[config.mk]
export PLATFORM = sky130hd
export DESIGN_NAME = silife_max7219_rx_flat
export DESIGN_NICKNAME = d
export VERILOG_FILES = /design/src/rtl/silife_max7219_rx_if.sv /design/src/rtl/silife_max7219_rx.sv /design/src/flat_wrapper.sv
export SDC_FILE = /design/constraint.sdc
export NUM_CORES = 1
export LEC_CHECK = 0
export BUFFER_PORTS_ARGS = -buffer_cell sky130_fd_sc_hd__buf_2
export CORE_AREA = 8 8 125 127
export CTS_CLUSTER_SIZE = 28
export DETAILED_ROUTE_END_ITERATION = 6
export DIE_AREA = 0 0 133 135
export SYNTH_ARGS = -nofsm -noshare
export SYNTH_HDL_FRONTEND = slang
export SYNTH_SLANG_ARGS = --single-unit
[constraint.sdc]
create_clock -name clk -period 10.1 [get_ports clk]
set_input_delay 1.01 -clock clk [delete_from_list [all_inputs] [get_ports clk]]
set_output_delay 1.01 -clock clk [all_outputs]
set_load 0.02 [all_outputs]
[src/rtl/silife_max7219_rx_if.sv]
// rtl/silife_max7219_rx_if.sv - 3-wire MAX7219 serial link (CS, SCK, MOSI)
interface silife_max7219_rx_if;
    logic cs;
    logic sck;
    logic mosi;

    modport master (output cs, output sck, output mosi);
    modport slave  (input  cs, input  sck, input  mosi);
endinterface

[src/rtl/silife_max7219_rx.sv]
// rtl/silife_max7219_rx.sv - oversampling MAX7219 serial receiver rebuilding the display register file
module silife_max7219_rx #(
    parameter int SYNC_STAGES = 2
) (
    input  logic                 clk,
    input  logic                 reset,
    silife_max7219_rx_if.slave   spi,
    input  logic [2:0]           i_row_select,
    output logic [7:0]           o_row,
    output logic [7:0]           o_decode_mode,
    output logic [3:0]           o_intensity,
    output logic [2:0]           o_scan_limit,
    output logic                 o_shutdown,
    output logic                 o_display_test,
    output logic                 o_frame_valid,
    output logic [3:0]           o_frame_addr,
    output logic [7:0]           o_frame_data,
    output logic                 o_frame_error
);

    typedef enum logic {
        ST_IDLE,
        ST_SHIFT
    } state_t;

    logic [SYNC_STAGES-1:0] cs_sync;
    logic [SYNC_STAGES-1:0] sck_sync;
    logic [SYNC_STAGES-1:0] mosi_sync;
    logic                   cs_d;
    logic                   sck_d;
    logic                   cs_s;
    logic                   sck_s;
    logic                   mosi_s;
    logic                   cs_fall;
    logic                   cs_rise;
    logic                   sck_rise;

    state_t                 state;
    state_t                 state_next;
    logic                   clear;
    logic                   shift_en;
    logic                   commit;
    logic                   short_frame;

    logic [15:0]            shift_reg;
    logic [4:0]             bit_cnt;
    logic [7:0]             digit [0:7];

    assign cs_s     = cs_sync[SYNC_STAGES-1];
    assign sck_s    = sck_sync[SYNC_STAGES-1];
    assign mosi_s   = mosi_sync[SYNC_STAGES-1];
    assign cs_fall  = cs_d & ~cs_s;
    assign cs_rise  = ~cs_d & cs_s;
    assign sck_rise = ~sck_d & sck_s;

    // Idle values chosen so that a quiet bus produces no spurious edges after reset.
    always_ff @(posedge clk or posedge reset) begin
        if (reset) begin
            cs_sync   <= '1;
            sck_sync  <= '0;
            mosi_sync <= '0;
            cs_d      <= 1'b1;
            sck_d     <= 1'b0;
        end else begin
            cs_sync   <= {cs_sync[SYNC_STAGES-2:0], spi.cs};
            sck_sync  <= {sck_sync[SYNC_STAGES-2:0], spi.sck};
            mosi_sync <= {mosi_sync[SYNC_STAGES-2:0], spi.mosi};
            cs_d      <= cs_s;
            sck_d     <= sck_s;
        end
    end

    always_ff @(posedge clk or posedge reset) begin
        if (reset) begin
            state <= ST_IDLE;
        end else begin
            state <= state_next;
        end
    end

    always_comb begin
        state_next  = state;
        clear       = 1'b0;
        shift_en    = 1'b0;
        commit      = 1'b0;
        short_frame = 1'b0;
        case (state)
            ST_IDLE: begin
                if (cs_fall) begin
                    clear      = 1'b1;
                    state_next = ST_SHIFT;
                end
            end
            ST_SHIFT: begin
                // An SCK edge coinciding with the CS rise is dropped: cs_s is already high.
                if (cs_rise) begin
                    state_next = ST_IDLE;
                    if (bit_cnt >= 5'd16) begin
                        commit = 1'b1;
                    end else if (bit_cnt != 5'd0) begin
                        short_frame = 1'b1;
                    end
                end else if (sck_rise && !cs_s) begin
                    shift_en = 1'b1;
                end
            end
            default: state_next = ST_IDLE;
        endcase
    end

    always_ff @(posedge clk or posedge reset) begin
        if (reset) begin
            shift_reg <= '0;
            bit_cnt   <= '0;
        end else if (clear) begin
            shift_reg <= '0;
            bit_cnt   <= '0;
        end else if (shift_en) begin
            shift_reg <= {shift_reg[14:0], mosi_s};
            if (bit_cnt != 5'd31) begin
                bit_cnt <= bit_cnt + 5'd1;
            end
        end
    end

    // Only the last 16 bits count, so longer daisy-chained streams pass through.
    always_ff @(posedge clk or posedge reset) begin
        if (reset) begin
            for (int i = 0; i < 8; i++) begin
                digit[i] <= '0;
            end
            o_decode_mode  <= '0;
            o_intensity    <= '0;
            o_scan_limit   <= '0;
            o_shutdown     <= 1'b1;
            o_display_test <= 1'b0;
            o_frame_valid  <= 1'b0;
            o_frame_addr   <= '0;
            o_frame_data   <= '0;
            o_frame_error  <= 1'b0;
        end else begin
            o_frame_valid <= commit;
            if (short_frame) begin
                o_frame_error <= 1'b1;
            end
            if (commit) begin
                o_frame_addr <= shift_reg[11:8];
                o_frame_data <= shift_reg[7:0];
                case (shift_reg[11:8])
                    4'h1, 4'h2, 4'h3, 4'h4,
                    4'h5, 4'h6, 4'h7, 4'h8: digit[shift_reg[10:8] - 3'd1] <= shift_reg[7:0];
                    4'h9: o_decode_mode  <= shift_reg[7:0];
                    4'hA: o_intensity    <= shift_reg[3:0];
                    4'hB: o_scan_limit   <= shift_reg[2:0];
                    4'hC: o_shutdown     <= ~shift_reg[0];
                    4'hF: o_display_test <= shift_reg[0];
                    default: ;
                endcase
            end
        end
    end

    assign o_row = digit[i_row_select];

endmodule

[src/flat_wrapper.sv]
// flat-port wrapper written by rule: the top's interface ports become plain ports
module silife_max7219_rx_flat 
#(
    parameter int SYNC_STAGES = 2
)
  (clk, reset, i_row_select, o_row, o_decode_mode, o_intensity, o_scan_limit, o_shutdown, o_display_test, o_frame_valid, o_frame_addr, o_frame_data, o_frame_error, spi_cs, spi_sck, spi_mosi);
  silife_max7219_rx_if spi_i ();
  input  logic clk;
  input  logic reset;
  input  logic [2:0] i_row_select;
  output logic [7:0] o_row;
  output logic [7:0] o_decode_mode;
  output logic [3:0] o_intensity;
  output logic [2:0] o_scan_limit;
  output logic o_shutdown;
  output logic o_display_test;
  output logic o_frame_valid;
  output logic [3:0] o_frame_addr;
  output logic [7:0] o_frame_data;
  output logic o_frame_error;
  input wire logic [$bits(spi_i.cs)-1:0] spi_cs;
  input wire logic [$bits(spi_i.sck)-1:0] spi_sck;
  input wire logic [$bits(spi_i.mosi)-1:0] spi_mosi;
  assign spi_i.cs = spi_cs;
  assign spi_i.sck = spi_sck;
  assign spi_i.mosi = spi_mosi;
  silife_max7219_rx #(.SYNC_STAGES(SYNC_STAGES)) u_core (.clk(clk), .reset(reset), .spi(spi_i), .i_row_select(i_row_select), .o_row(o_row), .o_decode_mode(o_decode_mode), .o_intensity(o_intensity), .o_scan_limit(o_scan_limit), .o_shutdown(o_shutdown), .o_display_test(o_display_test), .o_frame_valid(o_frame_valid), .o_frame_addr(o_frame_addr), .o_frame_data(o_frame_data), .o_frame_error(o_frame_error));
endmodule
==> out/qor.yml <==
outcome: "finished clean"
fin_util: 0.465
slew_viol_final: 0
slowest_stage: "mux4_2"
layout.cells.non_filler: 619
cts_num_sinks: 121
syn2layout_area_growth_pct: 18.2
r2r-end: "u_core.digit[61]"
synth_area_leaders: "dfrtp_1, mux2_2, mux4_2"
initial_core_util: 0.393
dieArea_sq_um: 18000
yosysWarnings: 0
first_global_vias: 3598
core_area_sq_um: 13600
final.setup.tns_ns: 0
layout_min_cycle_time_ns: 3.52
port_buffers: 46
min_from: "u_core.mosi_sync[0]"
start_kind: "primary input"
report.final.hold_viol_count: 0
place_area_sq_um: 5710
synth_top_area_cell: "dfrtp_1"
cts_tree: "built"
ys_ff_latch: 121
post_cts_buffers: 0
grtUsageTotal: 0.136
drt_pre_antenna_iters: 5
worst_hold_path.endpoint: "u_core.mosi_sync[1]"
io_pins: 47
crit_type: "in2out"
fp-row-count: 43
h-tree-depth: 4
synthCells: 384
synth.net_count: 399
route.detailed.drc: 0
cp_max_fo: 16
vias_per_cell: 5.05
die-height_um: 135
cts_buffers: 17
synth_cell_types: 38
antenna_left: 0
power_density_nw_per_um2: 184
cts.reportedPaths.clkPinSlew_ns: 0.05
crit_required_ns: 9.09
synthFlopType: "dfrtp_1"
dr.first_iter.drc_count: 152
leakage_uw: 0.00317
cts-resized-gates: 0
crit_top_cell: "buf_2"
ctsHoldBuffers: 0
rsz0062_at_grt: "no"
endpoint_kind: "primary output"
total_power_uw: 1170
fmax_mhz: 284
nNetsFinal: 441
antenna_found_initial: 0
wire_per_inst_um: 18.1
irDropWorstVdd_mv: 0.138
wirelength_um: 11200
place.gp.congestion: 0.788
max-cap-violations: 0
tightest_slew_ns: 1.10
ys_async_sr_fraction: 1.00
clock_skew_ns: 0.00671
hold_class: "reg2reg"
worstSkewPairLatency_ns: 0.41
hold_depth: 0
synth_edf_count: 0
cp.arrival_ns: 2.51
syn_area_per_cell_sq_um: 13.9
grt_max_degree: 83
setup_viol: 0
clockRootBuffer: "clkbuf_16"
grt.overflow.total: 0
period_share: 0.348
dpl.cell_count: 587
vias: 3129
cts_max_path_buffers: 2
design_area_sq_um: 6330
drive_above_1_share: 0.446
synth_top_area_frac: 0.547
path_cells: "buf_2 > mux4_2 > mux2_2 > buf_2"
die_w_um: 133
grt_pass1_wl_um: 19000
syn-cell-area_sq_um: 5350
largest_register_ffs: 64
dp_hpwl_um: 7100
r2r_start: "u_core.shift_reg[8]"
slowest_delay_ns: 0.58
ys_seq_area_frac: 0.567
slew_headroom: 0.255
n_antenna_cell: 0
rr_worst_depth: 6
reg2reg_slack_ns: 7.25
==> through the flow <==
stage | worst slack, ns | hold slack [ns]
2_1_floorplan | 5.88 | 0.331
3_3_place_gp | 6.59 | 0.337
3_5_place_dp | 6.56 | 0.337
4_1_cts | 6.55 | 0.349
5_1_grt | 6.47 | 0.352
6_report | 6.58 | 0.347
==> logic make-up after synthesis <==
family                   Yosys count  share of synthesized area
buffers and inverters             31                     0.0264
XOR/XNOR                           5                    0.00818
flip-flops                       121                      0.567
AO/OA/AOI/OAI                     22                     0.0283
adder cells (fa/ha/maj)            8                     0.0182
multiplexers                     104                      0.264
AND/OR/NAND/NOR                   93                     0.0884
==> cell type report <==
cell class | count | area [sq um]
Sequential cell | 121 | 3030
Clock inverter | 8 | 143
Timing Repair Buffer | 47 | 238
Clock buffer | 24 | 472
Tap cell | 180 | 225
Fill cell | 1224 | 7280
Inverter | 7 | 28.8
Multi-Input combinational cell | 232 | 2190
==> how the worst max path moves through the flow <==
stage                             end       startpoint
detailed placement           o_row[0]  i_row_select[0]
finish                       o_row[0]  i_row_select[0]
global placement             o_row[0]  i_row_select[0]
CTS                          o_row[0]  i_row_select[0]
global route                 o_row[0]  i_row_select[0]
floorplan           u_core.bit_cnt[0]            reset
==> cells in the mapped netlist, drive strengths merged, types with 5 or more instances <==
cell / n
clkbuf: 17
o21ai: 5
dfrtp: 117
nand2: 62
buf: 7
inv: 6
nand3: 7
ha: 7
mux4: 16
mux2: 88
nor2: 7
a21oi: 14
and3: 5
==> cells in the final DEF, fill, tap and decap left out, drive strengths merged <==
cell,instances
and3,5
bufinv,4
clkbuf,24
dfrtp,117
a41o,1
xor2,1
o21ai,5
nor3,3
a21oi,14
nor4bb,1
xnor2,4
clkinvlp,1
mux2,88
a2111oi,1
clkinv,4
nand2,62
inv,6
ha,7
nor3b,3
mux4,16
nand3,7
nand3b,1
nand4b,1
nand4bb,1
nor2,7
maj3,1
dfstp,4
buf,47
a21o,1
nand4,2
==> critical path: cells and delay by family <==
kind	cells	cell delay, ns
buffers and inverters	2	0.64
multiplexers	2	0.86
==> per-layer routing <==
metal / wire [um] / vias to the layer above / global-route usage
li1: - / 1429 / -
met1: 5330 / 1636 / 0.169
met2: 5260 / 55 / 0.216
met3: 514 / 9 / 0.0505
met4: 111 / 0 / 0.0435
met5: 0 / - / 0
==> power by group <==
part / switching [uW] / total [uW] / internal, uW
Combinational: 23.9 / 35.8 / 11.9
Sequential: 9.44 / 502 / 493
Clock: 205 / 629 / 424
No activity file was read; power rests on OpenSTA's default activity.
